[src/rtl/contador_lotes_if.sv]
`default_nettype none
// ============================================================================
// Module      : contador_lotes_if
// Description : Bundle of the counting/stock signals of contador_lotes.
//               master = producer of the level inputs (line controller / TB)
//               slave  = contador_lotes itself
//   item, rolha_add, rolha_use, lot_ack, clear : level inputs to the counter
//   item_count, pack_bcd, lot_full, lot_done   : lot counting status
//   stock_bcd, stock_low, stock_empty, use_err : cork stock status
// Revision    : 1.0 - initial release
// ============================================================================
interface contador_lotes_if #(
    parameter int DIGITS = 2
);
    logic                  item;
    logic                  rolha_add;
    logic                  rolha_use;
    logic                  lot_ack;
    logic                  clear;
    logic [7:0]            item_count;
    logic [4*DIGITS-1:0]   pack_bcd;
    logic                  lot_full;
    logic                  lot_done;
    logic [4*DIGITS-1:0]   stock_bcd;
    logic                  stock_low;
    logic                  stock_empty;
    logic                  use_err;

    modport master (
        output item, rolha_add, rolha_use, lot_ack, clear,
        input  item_count, pack_bcd, lot_full, lot_done,
        input  stock_bcd, stock_low, stock_empty, use_err
    );

    modport slave (
        input  item, rolha_add, rolha_use, lot_ack, clear,
        output item_count, pack_bcd, lot_full, lot_done,
        output stock_bcd, stock_low, stock_empty, use_err
    );
endinterface
`default_nettype wire

[src/rtl/contador_lotes.sv]
`default_nettype none
// ============================================================================
// Module      : contador_lotes
// Description : Bottle/pack/lot counter with a BCD cork-stock register.
//               Items accumulate into packs of PACK_SIZE; packs (BCD) into a
//               lot of PACKS_PER_LOT. A full lot is held until lot_ack (or is
//               released automatically when AUTO_REPOR = 1). A separate BCD
//               stock counts corks added/used, saturating at STOCK_MAX and
//               flagging a use request on an empty stock.
// Ports       : clock, reset (async, active-high)
//               bus (contador_lotes_if.slave): level inputs and status outputs
// Revision    : 1.0 - initial release
// ============================================================================
module contador_lotes #(
    parameter int PACK_SIZE     = 12,
    parameter int PACKS_PER_LOT = 10,
    parameter int DIGITS        = 2,
    parameter int STOCK_MAX     = 99,
    parameter int STOCK_LOW     = 5,
    parameter int AUTO_REPOR    = 0
) (
    input  wire logic          clock,
    input  wire logic          reset,
    contador_lotes_if.slave    bus
);

    localparam int W = 4 * DIGITS;

    // Binary-to-BCD conversion, used only on parameters at elaboration.
    function automatic logic [W-1:0] to_bcd(input int v);
        logic [W-1:0] r;
        int           t;
        r = '0;
        t = v;
        for (int i = 0; i < DIGITS; i++) begin
            r[4*i +: 4] = 4'(t % 10);
            t           = t / 10;
        end
        return r;
    endfunction

    // BCD +1 with decimal carry; callers guarantee no overflow past the top.
    function automatic logic [W-1:0] bcd_inc(input logic [W-1:0] x);
        logic [W-1:0] r;
        logic         carry;
        r     = x;
        carry = 1'b1;
        for (int i = 0; i < DIGITS; i++) begin
            if (carry) begin
                if (x[4*i +: 4] == 4'd9) begin
                    r[4*i +: 4] = 4'd0;
                end else begin
                    r[4*i +: 4] = x[4*i +: 4] + 4'd1;
                    carry       = 1'b0;
                end
            end
        end
        return r;
    endfunction

    // BCD -1 with decimal borrow; callers guarantee x != 0.
    function automatic logic [W-1:0] bcd_dec(input logic [W-1:0] x);
        logic [W-1:0] r;
        logic         borrow;
        r      = x;
        borrow = 1'b1;
        for (int i = 0; i < DIGITS; i++) begin
            if (borrow) begin
                if (x[4*i +: 4] == 4'd0) begin
                    r[4*i +: 4] = 4'd9;
                end else begin
                    r[4*i +: 4] = x[4*i +: 4] - 4'd1;
                    borrow      = 1'b0;
                end
            end
        end
        return r;
    endfunction

    localparam logic [7:0]   c_ITEM_LAST = 8'(PACK_SIZE - 1);
    localparam logic [W-1:0] c_LOT_BCD   = to_bcd(PACKS_PER_LOT);
    localparam logic [W-1:0] c_MAX_BCD   = to_bcd(STOCK_MAX);
    localparam logic [W-1:0] c_LOW_BCD   = to_bcd(STOCK_LOW);

    typedef enum logic [0:0] {
        ST_COUNT = 1'b0,
        ST_FULL  = 1'b1
    } state_t;

    state_t       state_q,      state_d;
    logic [7:0]   item_count_q, item_count_d;
    logic [W-1:0] pack_q,       pack_d;
    logic [W-1:0] stock_q,      stock_d;
    logic         lot_done_q,   lot_done_d;
    logic         use_err_q,    use_err_d;

    // Input history; reset to 1 so a level already high at reset release is
    // not mistaken for a fresh event.
    logic item_h_q, add_h_q, use_h_q, ack_h_q;

    logic         w_item_ev, w_add_ev, w_use_ev, w_ack_ev;
    logic [W-1:0] w_pack_inc;

    assign w_item_ev = bus.item      & ~item_h_q;
    assign w_add_ev  = bus.rolha_add & ~add_h_q;
    assign w_use_ev  = bus.rolha_use & ~use_h_q;
    assign w_ack_ev  = bus.lot_ack   & ~ack_h_q;

    assign w_pack_inc = bcd_inc(pack_q);

    // ------------------------------------------------------------------
    // State / counter registers
    // ------------------------------------------------------------------
    always_ff @(posedge clock or posedge reset) begin
        if (reset) begin
            state_q      <= ST_COUNT;
            item_count_q <= 8'd0;
            pack_q       <= '0;
            stock_q      <= '0;
            lot_done_q   <= 1'b0;
            use_err_q    <= 1'b0;
            item_h_q     <= 1'b1;
            add_h_q      <= 1'b1;
            use_h_q      <= 1'b1;
            ack_h_q      <= 1'b1;
        end else begin
            state_q      <= state_d;
            item_count_q <= item_count_d;
            pack_q       <= pack_d;
            stock_q      <= stock_d;
            lot_done_q   <= lot_done_d;
            use_err_q    <= use_err_d;
            item_h_q     <= bus.item;
            add_h_q      <= bus.rolha_add;
            use_h_q      <= bus.rolha_use;
            ack_h_q      <= bus.lot_ack;
        end
    end

    // ------------------------------------------------------------------
    // Counting FSM: next state and counter updates
    // ------------------------------------------------------------------
    always_comb begin
        state_d      = state_q;
        item_count_d = item_count_q;
        pack_d       = pack_q;
        lot_done_d   = 1'b0;

        if (bus.clear) begin
            // clear wins over any item/ack event on the same edge
            state_d      = ST_COUNT;
            item_count_d = 8'd0;
            pack_d       = '0;
        end else begin
            case (state_q)
                ST_COUNT: begin
                    if (w_item_ev) begin
                        if (item_count_q == c_ITEM_LAST) begin
                            item_count_d = 8'd0;
                            pack_d       = w_pack_inc;
                            if (w_pack_inc == c_LOT_BCD) begin
                                lot_done_d = 1'b1;
                                state_d    = ST_FULL;
                            end
                        end else begin
                            item_count_d = item_count_q + 8'd1;
                        end
                    end
                end
                ST_FULL: begin
                    // Items are dropped while full; release on ack or, in
                    // automatic mode, unconditionally after one cycle.
                    if ((AUTO_REPOR != 0) || w_ack_ev) begin
                        state_d      = ST_COUNT;
                        item_count_d = 8'd0;
                        pack_d       = '0;
                    end
                end
                default: begin
                    state_d = ST_COUNT;
                end
            endcase
        end
    end

    // ------------------------------------------------------------------
    // Cork stock: simultaneous add+use cancel out (and suppress use_err)
    // ------------------------------------------------------------------
    always_comb begin
        stock_d   = stock_q;
        use_err_d = 1'b0;
        if (w_add_ev && !w_use_ev) begin
            if (stock_q != c_MAX_BCD) begin
                stock_d = bcd_inc(stock_q);
            end
        end else if (w_use_ev && !w_add_ev) begin
            if (stock_q == '0) begin
                use_err_d = 1'b1;
            end else begin
                stock_d = bcd_dec(stock_q);
            end
        end
    end

    // Packed BCD with valid digits orders the same as the decimal value,
    // so a plain unsigned compare gives the threshold test.
    assign bus.item_count  = item_count_q;
    assign bus.pack_bcd    = pack_q;
    assign bus.lot_full    = (state_q == ST_FULL);
    assign bus.lot_done    = lot_done_q;
    assign bus.stock_bcd   = stock_q;
    assign bus.stock_low   = (stock_q <= c_LOW_BCD);
    assign bus.stock_empty = (stock_q == '0);
    assign bus.use_err     = use_err_q;

endmodule
`default_nettype wire

[src/flat_wrapper.sv]
// flat-port wrapper written by rule: the top's interface ports become plain ports
module contador_lotes_flat 
#(
    parameter int PACK_SIZE     = 12,
    parameter int PACKS_PER_LOT = 10,
    parameter int DIGITS        = 2,
    parameter int STOCK_MAX     = 99,
    parameter int STOCK_LOW     = 5,
    parameter int AUTO_REPOR    = 0
)
  (clock, reset, bus_item, bus_rolha_add, bus_rolha_use, bus_lot_ack, bus_clear, bus_item_count, bus_pack_bcd, bus_lot_full, bus_lot_done, bus_stock_bcd, bus_stock_low, bus_stock_empty, bus_use_err);
  contador_lotes_if #(.DIGITS(DIGITS)) bus_i ();
  input  wire logic clock;
  input  wire logic reset;
  input wire logic [$bits(bus_i.item)-1:0] bus_item;
  input wire logic [$bits(bus_i.rolha_add)-1:0] bus_rolha_add;
  input wire logic [$bits(bus_i.rolha_use)-1:0] bus_rolha_use;
  input wire logic [$bits(bus_i.lot_ack)-1:0] bus_lot_ack;
  input wire logic [$bits(bus_i.clear)-1:0] bus_clear;
  output wire logic [$bits(bus_i.item_count)-1:0] bus_item_count;
  output wire logic [$bits(bus_i.pack_bcd)-1:0] bus_pack_bcd;
  output wire logic [$bits(bus_i.lot_full)-1:0] bus_lot_full;
  output wire logic [$bits(bus_i.lot_done)-1:0] bus_lot_done;
  output wire logic [$bits(bus_i.stock_bcd)-1:0] bus_stock_bcd;
  output wire logic [$bits(bus_i.stock_low)-1:0] bus_stock_low;
  output wire logic [$bits(bus_i.stock_empty)-1:0] bus_stock_empty;
  output wire logic [$bits(bus_i.use_err)-1:0] bus_use_err;
  assign bus_i.item = bus_item;
  assign bus_i.rolha_add = bus_rolha_add;
  assign bus_i.rolha_use = bus_rolha_use;
  assign bus_i.lot_ack = bus_lot_ack;
  assign bus_i.clear = bus_clear;
  assign bus_item_count = bus_i.item_count;
  assign bus_pack_bcd = bus_i.pack_bcd;
  assign bus_lot_full = bus_i.lot_full;
  assign bus_lot_done = bus_i.lot_done;
  assign bus_stock_bcd = bus_i.stock_bcd;
  assign bus_stock_low = bus_i.stock_low;
  assign bus_stock_empty = bus_i.stock_empty;
  assign bus_use_err = bus_i.use_err;
  contador_lotes #(.PACK_SIZE(PACK_SIZE), .PACKS_PER_LOT(PACKS_PER_LOT), .DIGITS(DIGITS), .STOCK_MAX(STOCK_MAX), .STOCK_LOW(STOCK_LOW), .AUTO_REPOR(AUTO_REPOR)) u_core (.clock(clock), .reset(reset), .bus(bus_i));
endmodule
[config.mk]
export PLATFORM = sky130hd
export DESIGN_NAME = contador_lotes_flat
export DESIGN_NICKNAME = d
export VERILOG_FILES = /design/src/rtl/contador_lotes_if.sv /design/src/rtl/contador_lotes.sv /design/src/flat_wrapper.sv
export SDC_FILE = /design/constraint.sdc
export NUM_CORES = 1
export LEC_CHECK = 0
export BUFFER_PORTS_ARGS = -buffer_cell sky130_fd_sc_hd__buf_2
export CAP_MARGIN = 30
export CORE_ASPECT_RATIO = 0.75
export CORE_MARGIN = 2
export CORE_UTILIZATION = 50
export CTS_BUF_LIST = sky130_fd_sc_hd__clkbuf_4
export DETAILED_ROUTE_END_ITERATION = 6
export HOLD_SLACK_MARGIN = 0.08
export PLACE_DENSITY = 0.73
export SKIP_CTS_REPAIR_TIMING = 1
export SLEW_MARGIN = 10
export SYNTH_ARGS = -nofsm -noshare
export SYNTH_HDL_FRONTEND = slang
export SYNTH_SLANG_ARGS = --single-unit
[constraint.sdc]
create_clock -name clock -period 5.1 [get_ports clock]
set_input_delay 0.51 -clock clock [delete_from_list [all_inputs] [get_ports clock]]
set_output_delay 0.51 -clock clock [all_outputs]
set_load 0.03 [all_outputs]
* Yosys cells after proc, flatten, opt, wreduce, memory -nomap -nowiden
Cells that the tools add are included.
** Operators by class
- Bitwise logic cells :: 9
- Reductions and logical operators :: 13
- Eq/ne operators :: 13
- $lt $le $gt $ge :: 1
- Muxes and demuxes :: 41
- $add $sub $neg :: 7
** Operators by type and width (number)
- $mux W8 :: 11
- $mux W4 :: 9
- $pmux W8 S2 :: 2
- $mux W1 :: 18
- $add A4 B1 Y4 const B :: 4
- $eq A4 B4 Y1 const B :: 4
- $add A8 B1 Y8 const B :: 1
- $eq A8 B4 Y1 const B :: 1
- $eq A8 B5 Y1 const B :: 1
- $le A8 B3 Y1 const B :: 1
- $logic_not A4 Y1 :: 2
- $logic_not A8 Y1 :: 1
- $ne A8 B8 Y1 const B :: 1
- $sub A4 B1 Y4 const B :: 2
- $ne A3 B2 Y1 const B :: 2
- $reduce_and A3 Y1 :: 2
- $not A1 Y1 :: 5
- $reduce_and A5 Y1 :: 1
- $and A1 B1 Y1 :: 4
- $ne A2 B2 Y1 const B :: 2
- $reduce_bool A2 Y1 :: 2
- $ne A3 B3 Y1 const B :: 1
- $logic_and A1 B1 Y1 :: 2
- $logic_not A1 Y1 :: 2
- 3 further kinds :: 3
** Word-level totals
- Register bits :: 31
- Input bits :: 7

* Logic depth before layout (Yosys ltp)
Gate-level depths: netlist of the first run.
- Depth after elaboration :: 10
- Mapped depth :: 8
- Mapped depth without buffers :: 8

* Least setup slack after synthesis of the first run
OpenSTA, ideal clock, no wires.
- Path type :: register to output
- Start :: register u_core.stock_q[6] (netlist: u_core.bus.stock_bcd[6])
- End :: output port bus_stock_low
- Setup slack :: 2.558 ns
- Path buffers :: 1
- Data arrival time :: 2.032 ns
- Stages on the path, launching flop included :: 4
- Cells stage by stage :: dfrtp_1 > clkbuf_1 > or4_1 > a211oi_1
** On the way
- Longest elaborated chain between the ends :: 1
** RTL lines
- start, declared :: RTL line contador_lotes.sv:93 : logic [W-1:0] stock_q, stock_d;
- start signal, assigned :: RTL line contador_lotes.sv:130 : stock_q <= stock_d;
- $le A8 B3 Y1 :: RTL line contador_lotes.sv:212 : assign bus.stock_low = (stock_q <= c_LOW_BCD);
- end, declared :: RTL line flat_wrapper.sv:25 : output wire logic [$bits(bus_i.stock_low)-1:0] bus_stock_low;
Every way passes these cells.

* Worst setup path after layout of the first run
- Start :: register u_core.use_h_q
- End :: register u_core.stock_q[7] (netlist: u_core.bus.stock_bcd[7])
** On the way
- Longest elaborated chain between the ends :: 6
- Elaborated cells on any way between the ends :: 12
- Those cells by class :: eq/ne: 3; mux: 1; bitwise: 2; reduce/logical: 6
** RTL lines
- start, declared :: RTL line contador_lotes.sv:99 : logic item_h_q, add_h_q, use_h_q, ack_h_q;
- start signal, assigned :: RTL line contador_lotes.sv:135 : use_h_q <= bus.rolha_use;
- $not A1 Y1 (*) :: RTL line contador_lotes.sv:106 : assign w_use_ev = bus.rolha_use & ~use_h_q;
- $and A1 B1 Y1 (*) :: RTL line contador_lotes.sv:106
- $logic_not A1 Y1 :: RTL line contador_lotes.sv:192 : if (w_add_ev && !w_use_ev) begin
- $logic_and A1 B1 Y1 :: RTL line contador_lotes.sv:192
- $ne A2 B2 Y1 (no source line), or another cell as far along
- $reduce_and A5 Y1 (no source line)
Every way passes the cells marked *; elsewhere a longest branch is shown, timed or not.
A chain may end at the register's enable or synchronous reset.

==> impl_metrics.tcl, run 1 <==
set metrics [dict create \
    ys_types 49 \
    critPathKind "reg -> reg" \
    cap_violations 0 \
    p_leak_nw 0.9641 \
    slew-limit-headroom_pct 47.55 \
    status "completed" \
    synth-edff-count 0 \
    cts_buffers 5 \
    fin_skew_ns 0.003869 \
    finalPower_uw 753.4 \
    num_vias 1683 \
    vdd_drop_max_mv 0.2101 \
    start_util_pct 51.42 \
    seq_area_frac_synth_pct 42.02 \
    final_area_um2 2117 \
    post-place-ws_ns 2.361 \
    grt_pass1_wl_um 6817 \
    arrival_ns 2.83 \
    final_antenna_net_count 0 \
    startpoint "u_core.use_h_q" \
    grt-ovfl-total 0 \
    drc 0 \
    drtPass1Iterations 4 \
    io_buffer_count 35 \
    r2r_cells 7 \
    slew_violations 0 \
    r2r_slack_ns 2.50 \
    antennaDiodeCount 0 \
    routed_wl_um 3913 \
    final_common_cell "buf_2" \
    setup_viol 0 \
    final_cell_mix "buf_2 (35), dfrtp_1 (27), o21ai_0 (23), nand2_1 (17), nor2_1 (14)" \
    crit_fanout 16 \
    area_growth_pct 13.94 \
    post-route-min-period_ns 2.605 \
    clock_sinks 31 \
    syn_nets 220 \
    place_area_um2 2059 \
    h-tree-depth 2 \
    required_ns 5.33 \
    clockRootBuffer "clkbuf_4" \
    endpoint_kind "register" \
    crit_family "compound AO/OA/AOI/OAI gates" \
    fin_nets 253 \
    path_buf_inv 1 \
    viasPerCell 5.686 \
    cts_tree "done" \
    dp.cells 288 \
    yosys_warnings 0 \
    power.density_nw_per_um2 355.9 \
    drtIter0Drc 141 \
    rr_endpoint "u_core.bus.stock_bcd[7]" \
    tns_ns 0 \
    avgSynthCellArea_um2 8.848 \
    critPathLaunchType "register" \
    cts_max_path_buffers 2 \
    period_share_pct 51.08 \
    grt_pass1_vias 1483 \
    grt_antenna_before_repair 0 \
    die_h_um 56.79 \
    path_cells "nand2b_1 > ha_1 > inv_1 > nor4_1 > a21oi_1 > a221o_1 > a221o_1" \
    synth_area_um2 1858 \
    die-area_um2 4225 \
    num_rows 19 \
    critPathSlowestCell "dfstp_2" \
    grt_max_degree 32 \
    drive_gt1_share_pct 23.36 \
    synth_seq_cells 31 \
    insertion_delay_ns 0.33 \
    hold_class "in -> async" \
    hold_violations 0 \
    hpwl_um 2705 \
    synth_flop_cell "dfrtp_1" \
    gp_congestion 0.8088 \
    critPathCapture "u_core.bus.stock_bcd[7]" \
    coreArea_um2 3613 \
    worstMarginPinSlew_ns 0.7801 \
    path_depth 7 \
    fmax_mhz 383.9 \
    ioPinCount 36 \
    synthArstFlopShare_pct 100.0 \
    wl_per_cell_um 13.22 \
    track_usage_pct 20.86 \
    die_w_um 74.39 \
    crit_path_frequent_cell "a221o_1" \
    fin_cells 296 \
    cts.reportedPaths.clkPinSlew_ns 0.10 \
    fin_ws_ns 2.495 \
    syn-instance-count 210 \
    critical_path.max_stage_delay_ns 0.52 \
    rsz0062_at_grt "no" \
    r2r_start "u_core.use_h_q" \
]
[worst min-delay path by stage]
stage                             startpoint                  endpoint  slack (ns)
global placement    u_core.bus.item_count[2]  u_core.bus.item_count[2]        0.55
global route                           reset        u_core.bus.use_err        0.25
CTS                                    reset        u_core.bus.use_err        0.23
floorplan                        bus_lot_ack            u_core.ack_h_q        0.51
detailed placement  u_core.bus.item_count[2]  u_core.bus.item_count[2]        0.56
finish                                 reset        u_core.bus.use_err        0.23
[logic make-up (layout without fill, tap and decap cells)]
logic type                 Yosys count  in the layout  share of synthesized area [%]
DFF                                 31             31                          42.02
buffers and inverters               19             53                          4.309
adders and majority gates            3              3                          2.020
and+or+nand+nor                     84             84                          24.98
AOI/OAI and AO/OA                   63             63                          21.82
muxes                                1              1                         0.6060
xor gates and xnor gates             9              9                          4.242
[worst register-to-register path: stages, from the launching register on]
cell and delay [ns]:
dfstp_2 0.52, nand2b_1 0.11, ha_1 0.47, inv_1 0.21, nor4_1 0.32, a21oi_1 0.23
a221o_1 0.30, a221o_1 0.34
[cell usage after synthesis (all sizes together), types with 4 or more instances]
library cell	instances	area share, %
or2	4	1.5
clkbuf	6	1.2
xor2	4	1.9
nor2	14	2.8
nor2b	7	2.4
or3	6	2.0
dfstp	4	5.7
a211oi	4	1.6
nand2	17	3.4
nand3	6	1.6
o31ai	4	1.6
nor3	8	2.2
o41ai	4	2.3
inv	9	1.8
or4	5	2.4
xnor2	5	2.4
a31oi	4	1.3
o21ai	23	6.2
nand2b	4	1.3
dfrtp	27	36
buf	4	1.3
a21oi	12	3.2
[flip-flops by register name, indices dropped and copies added (netlist names)]
| signal | count |
|---|---|
| u_core.bus.item_count | 8 |
| u_core.bus.pack_bcd | 8 |
| u_core.bus.stock_bcd | 8 |
| u_core.ack_h_q | 1 |
| u_core.add_h_q | 1 |
| u_core.bus.lot_done | 1 |
| u_core.bus.lot_full | 1 |
| u_core.bus.use_err | 1 |
| u_core.item_h_q | 1 |
| u_core.use_h_q | 1 |
[area by class of cell]
type,instances,area [um2]
Clock buffer,7,52.55
Clock inverter,1,5.005
Fill cell,329,1496
Inverter,9,33.78
Multi-Input combinational cell,160,997.2
Sequential cell,31,780.7
Tap cell,52,65.06
Timing Repair Buffer,36,182.7
[per-layer routing]
layer	track usage [%]	wire, um	vias to the layer above
met4	7.653	44	0
met3	5.745	194	6
li1	-	-	836
met1	30.73	1965	797
met2	29.08	1709	44
met5	0	0	-
[power by group]
| group | total [mW] | leakage [nW] | internal [mW] | switching [mW] |
|---|---|---|---|---|
| clock | 0.150 | 0.0361 | 0.0643 | 0.0855 |
| combinational | 0.247 | 0.527 | 0.0922 | 0.155 |
| sequential | 0.357 | 0.401 | 0.278 | 0.0792 |
| total | 0.753 | 0.964 | 0.434 | 0.319 |
[per-stage QoR]
| stage | util (%) | hold slack, ns |
|---|---|---|
| after floorplan | - | 0.5145 |
| after global placement | 56.99 | 0.5508 |
| after detailed placement | 56.99 | 0.5620 |
| after CTS | 58.59 | 0.2317 |
| after global routing | 58.59 | 0.2462 |
| final | 58.59 | 0.2253 |
Power figures use the tool's default switching activity.
==> run 2, diff against run 1 <==
clock period = 2.7 ns   (was 5.1 ns; I/O delays follow)
==> run 2 against run 1 <==
- non-clock buffer count rose by 9
- final cell count rose by 3.0%
- combinational power rose by 120%
- via count rose by 1.4%
- design area rose by 3.6%
- routed wire length rose by 5.9%
- flip-flop and latch count did not move
- hold slack improved by 0.062 ns
- sequential power rose by 76%
- critical path depth rose by 3
- largest power group unchanged
- highest routed layer unchanged
==> impl_metrics.tcl, run 2 (synthesis gave the netlist of run 1 again) <==
set metrics [dict create \
    final_antenna_net_count 0 \
    h-tree-depth 2 \
    cts_buffers 5 \
    power.density_nw_per_um2 656.3 \
    grt-ovfl-total 0 \
    rsz0062_at_grt "no" \
    critPathKind "in -> reg" \
    hp-start "bus_clear" \
    fin_cells 305 \
    wl_per_cell_um 13.58 \
    finalPower_mw 1.439 \
    dr.max_layer_used "met4" \
    gp_congestion 0.7674 \
    final_common_cell "buf_2" \
    cts_tree "done" \
    num_vias 1707 \
    num_rows 19 \
    clock_sinks 31 \
    grt_max_degree 32 \
    routed_wl_um 4143 \
    cap_violations 0 \
    r2r_slack_ns 0.43 \
    viasPerCell 5.597 \
    grt_antenna_before_repair 0 \
    min_path_cells 3 \
    antennaDiodeCount 0 \
    required_ns 2.92 \
    drtIter0Drc 147 \
    die-area_um2 4225 \
    final_cell_mix "buf_2 (35), dfrtp_1 (27), o21ai_0 (23), nand2_1 (17), nor2_1 (14)" \
    die_w_um 74.39 \
    setup_viol 0 \
    endpoint_kind "register" \
    dp.cells 292 \
    cts_max_path_buffers 2 \
    coreArea_um2 3613 \
    p_leak_nw 1.001 \
    place_area_um2 2090 \
    drc 0 \
    drive_gt1_share_pct 23.72 \
    met1Wirelength_um 2065 \
    post-place-ws_ns 0.4658 \
    grt_pass1_wl_um 6872 \
    fin_nets 262 \
    hold_class "in -> reg" \
    arrival_ns 2.58 \
    insertion_delay_ns 0.32 \
    io_buffer_count 35 \
    hpwl_um 2861 \
    r2r_start "u_core.use_h_q" \
    route.met2.wl_um 1821 \
    hold_violations 0 \
    slew-limit-headroom_pct 49.64 \
    die_h_um 56.79 \
    drtPass1Iterations 4 \
    rr_endpoint "u_core.bus.stock_bcd[7]" \
    slew_violations 0 \
    fin_skew_ns 0.01405 \
    final_area_um2 2193 \
    met3_length_um 198 \
    critPathLaunchType "input pin" \
    grt_pass1_vias 1420 \
    cts.reportedPaths.clkPinSlew_ns 0.11 \
    vdd_drop_max_mv 0.4814 \
    fmax_mhz 423.4 \
    tns_ns 0 \
    fin_ws_ns 0.3379 \
    track_usage_pct 21.02 \
    area_growth_pct 18.05 \
    period_share_pct 87.49 \
    clockRootBuffer "clkbuf_4" \
    fill_cells 344 \
    ioPinCount 36 \
    start_util_pct 51.42 \
    r2r_cells 7 \
    status "completed" \
    post-route-min-period_ns 2.362 \
    whs_endpoint "u_core.bus.lot_full" \
    crit_fanout 8 \
    worstMarginPinSlew_ns 0.7490 \
]
run 2: cell types whose count changed in the layout (fill, tap and decap cells not counted), sizes merged:
| cell | change |
|---|---|
| dlygate4sd3 | +5 |
| clkinv | +1 |
| buf | +4 |
| clkbuf | -1 |
run 2: how the worst max path moves through the flow:
stage | startpoint | to | slack, ns
finish | bus_rolha_add | u_core.bus.stock_bcd[7] | 0.34
global route | bus_rolha_add | u_core.bus.stock_bcd[7] | 0.20
CTS | u_core.bus.item_count[5] | u_core.bus.lot_full | 0.45
detailed placement | u_core.use_h_q | u_core.bus.stock_bcd[7] | 0.47
global placement | u_core.bus.item_count[5] | u_core.bus.lot_full | 0.51
floorplan | u_core.bus.item_count[5] | u_core.bus.lot_full | 0.37
run 2: layout make-up:
type,instances,area (um2),area share (%)
multi-input combinational,160,997.2,45.46
sequential,31,780.7,35.60
timing repair buffer,45,262.8,11.98
tap,52,65.06,2.966
clock buffer,6,45.04,2.054
inverter,9,33.78,1.540
clock inverter,2,8.758,0.3993
run 2: critical path: stages:
cell and delay, ns:
dlygate4sd3_1 0.52, buf_2 0.12, nand2b_1 0.07, inv_1 0.06, ha_1 0.32, inv_1 0.17
nor4_1 0.32, a21oi_1 0.13, a221o_1 0.27, a221o_1 0.33
run 2: per-stage QoR:
step,util (%),hold WS [ns]
after floorplan,-,0.2745
after detailed placement,57.83,0.3697
final,60.70,0.2868
after global routing,60.70,0.2877
after CTS,59.31,0.006176
after global placement,57.83,0.3748
run 2: metal layers:
metal / track usage [%] / vias up
met2: 28.82 / 51
met5: 0 / -
met1: 32.76 / 798
li1: - / 852
met4: 5.612 / 0
met3: 5.027 / 6
run 2: report_power, final:
part	switching, mW	internal (mW)	leakage, nW	total, mW
clock	0.160	0.108	0.0331	0.268
sequential	0.105	0.525	0.401	0.630
combinational	0.342	0.200	0.568	0.542
==> run 3, diff against run 2 <==
CORE_ASPECT_RATIO = 2   (was 0.75)
==> run 3 against run 2 <==
- clock skew about the same
- maximum frequency decreased by 0.37%
- routed wire length increased by 4.1%
- clock power about the same
- critical path depth decreased by 1
- worst setup slack got worse by 0.0088 ns
- total power increased by 1.2%
- first-iteration DRC count decreased by 76%
- critical path type unchanged
- critical endpoint unchanged
==> impl_metrics.tcl, run 3 (synthesis gave the netlist of run 1 again) <==
set metrics [dict create \
    grt_max_degree 32 \
    tns_ns 0 \
    hold_class "in -> reg" \
    hold_violations 0 \
    final_antenna_net_count 0 \
    startpoint "bus_rolha_use" \
    cts.reportedPaths.clkPinSlew_ns 0.09 \
    slew-limit-headroom_pct 47.21 \
    rsz0062_at_grt "no" \
    period_share_pct 87.81 \
    clockRootBuffer "clkbuf_4" \
    gp_congestion 0.7846 \
    start_util_pct 51.51 \
    die_h_um 90.21 \
    critPathKind "in -> reg" \
    slew_violations 0 \
    fin_ws_ns 0.3291 \
    track_usage_pct 22.61 \
    grt_pass1_vias 1595 \
    viasPerCell 5.723 \
    cap_violations 0 \
    clock_sinks 31 \
    hp-start "bus_clear" \
    wl_per_cell_um 14.23 \
    io_buffer_count 35 \
    fin_skew_ns 0.01391 \
    whs_ns 0.2958 \
    hpwl_um 3154 \
    endpoint_kind "register" \
    cts_tree "done" \
    final_common_cell "buf_2" \
    post-route-min-period_ns 2.371 \
    antennaDiodeCount 0 \
    fill_cells 344 \
    routed_wl_um 4312 \
    worstMarginPinSlew_ns 0.7852 \
    num_rows 31 \
    r2r_start "u_core.use_h_q" \
    coreArea_um2 3607 \
    fmax_mhz 421.8 \
    grt_pass1_wl_um 7210 \
    post-place-ws_ns 0.4534 \
    ff_latch_area_um2 780.7 \
    critPathLaunchType "input pin" \
    grt-ovfl-total 0 \
    power.density_nw_per_um2 662.9 \
    drive_gt1_share_pct 24.02 \
    required_ns 2.91 \
    cts_buffers 5 \
    area_growth_pct 18.25 \
    status "completed" \
    insertion_delay_ns 0.33 \
    setup_viol 0 \
    vdd_drop_max_mv 0.7281 \
    drc 0 \
    p_leak_nw 1.006 \
    drtPass1Iterations 4 \
    h-tree-depth 2 \
    grt_antenna_before_repair 0 \
    drtIter0Drc 36 \
    arrival_ns 2.58 \
    fin_nets 263 \
    final_cell_mix "buf_2 (35), dfrtp_1 (27), o21ai_0 (23), nand2_1 (17), nor2_1 (14)" \
    crit_fanout 8 \
    die_w_um 47.11 \
    num_vias 1734 \
    ioPinCount 36 \
    fin_cells 303 \
    cts_max_path_buffers 2 \
    multi_input_area_um2 997.2 \
    dp.cells 290 \
    die-area_um2 4249 \
]
-- run 3: changes by cell type in the layout (fill, tap and decap cells not counted) --
cell and change:
buf_4 +1
-- run 3: final timing paths --
kind	endpoint	slack [ns]	cells past startpoint
max in group asynchronous	u_core.item_h_q	1.82	4
min in group asynchronous	u_core.bus.pack_bcd[1]	0.56	4
hold / removal	u_core.bus.lot_full	0.30	3
hold reg to reg	u_core.bus.item_count[1]	0.57	2
setup reg to reg	u_core.bus.stock_bcd[7]	0.41	7
setup / recovery	u_core.bus.stock_bcd[7]	0.33	9
-- run 3: routing by layer --
metal | part of all wire, % | global-route usage (%)
met1 | 38 | 24.97
met2 | 57 | 39.84
met3 | 3.1 | 4.618
met4 | 1.7 | 7.639
met5 | 0 | 0
-- run 3: critical path, cell delays in order --
cell	delay (ns)
dlygate4sd3_1	0.54
buf_2	0.13
nand2b_1	0.09
ha_1	0.32
inv_1	0.18
nor4_1	0.31
a21oi_1	0.14
a221o_1	0.27
a221o_1	0.34
-- run 3: metrics by stage --
stage	util, %	instance area, um2	power, mW
2_1_floorplan	-	1858	1.028
3_3_place_gp	58.03	2093	1.191
3_5_place_dp	58.03	2093	1.187
4_1_cts	59.52	2147	1.460
5_1_grt	60.91	2197	1.562
6_report	60.91	2197	1.456
-- run 3: final cells by class --
class | count | area share (%)
repair buffers | 46 | 12.30
clock buffers | 6 | 2.050
well taps | 49 | 2.790
multi-input cells | 160 | 45.39
inverters | 9 | 1.538
flip-flops and latches | 31 | 35.54
clock inverters | 2 | 0.3986
-- run 3: report_power, final --
group | internal [mW] | switching (mW)
Clock | 0.108 | 0.160
Combinational | 0.209 | 0.366
Sequential | 0.525 | 0.0880
Total | 0.842 | 0.614
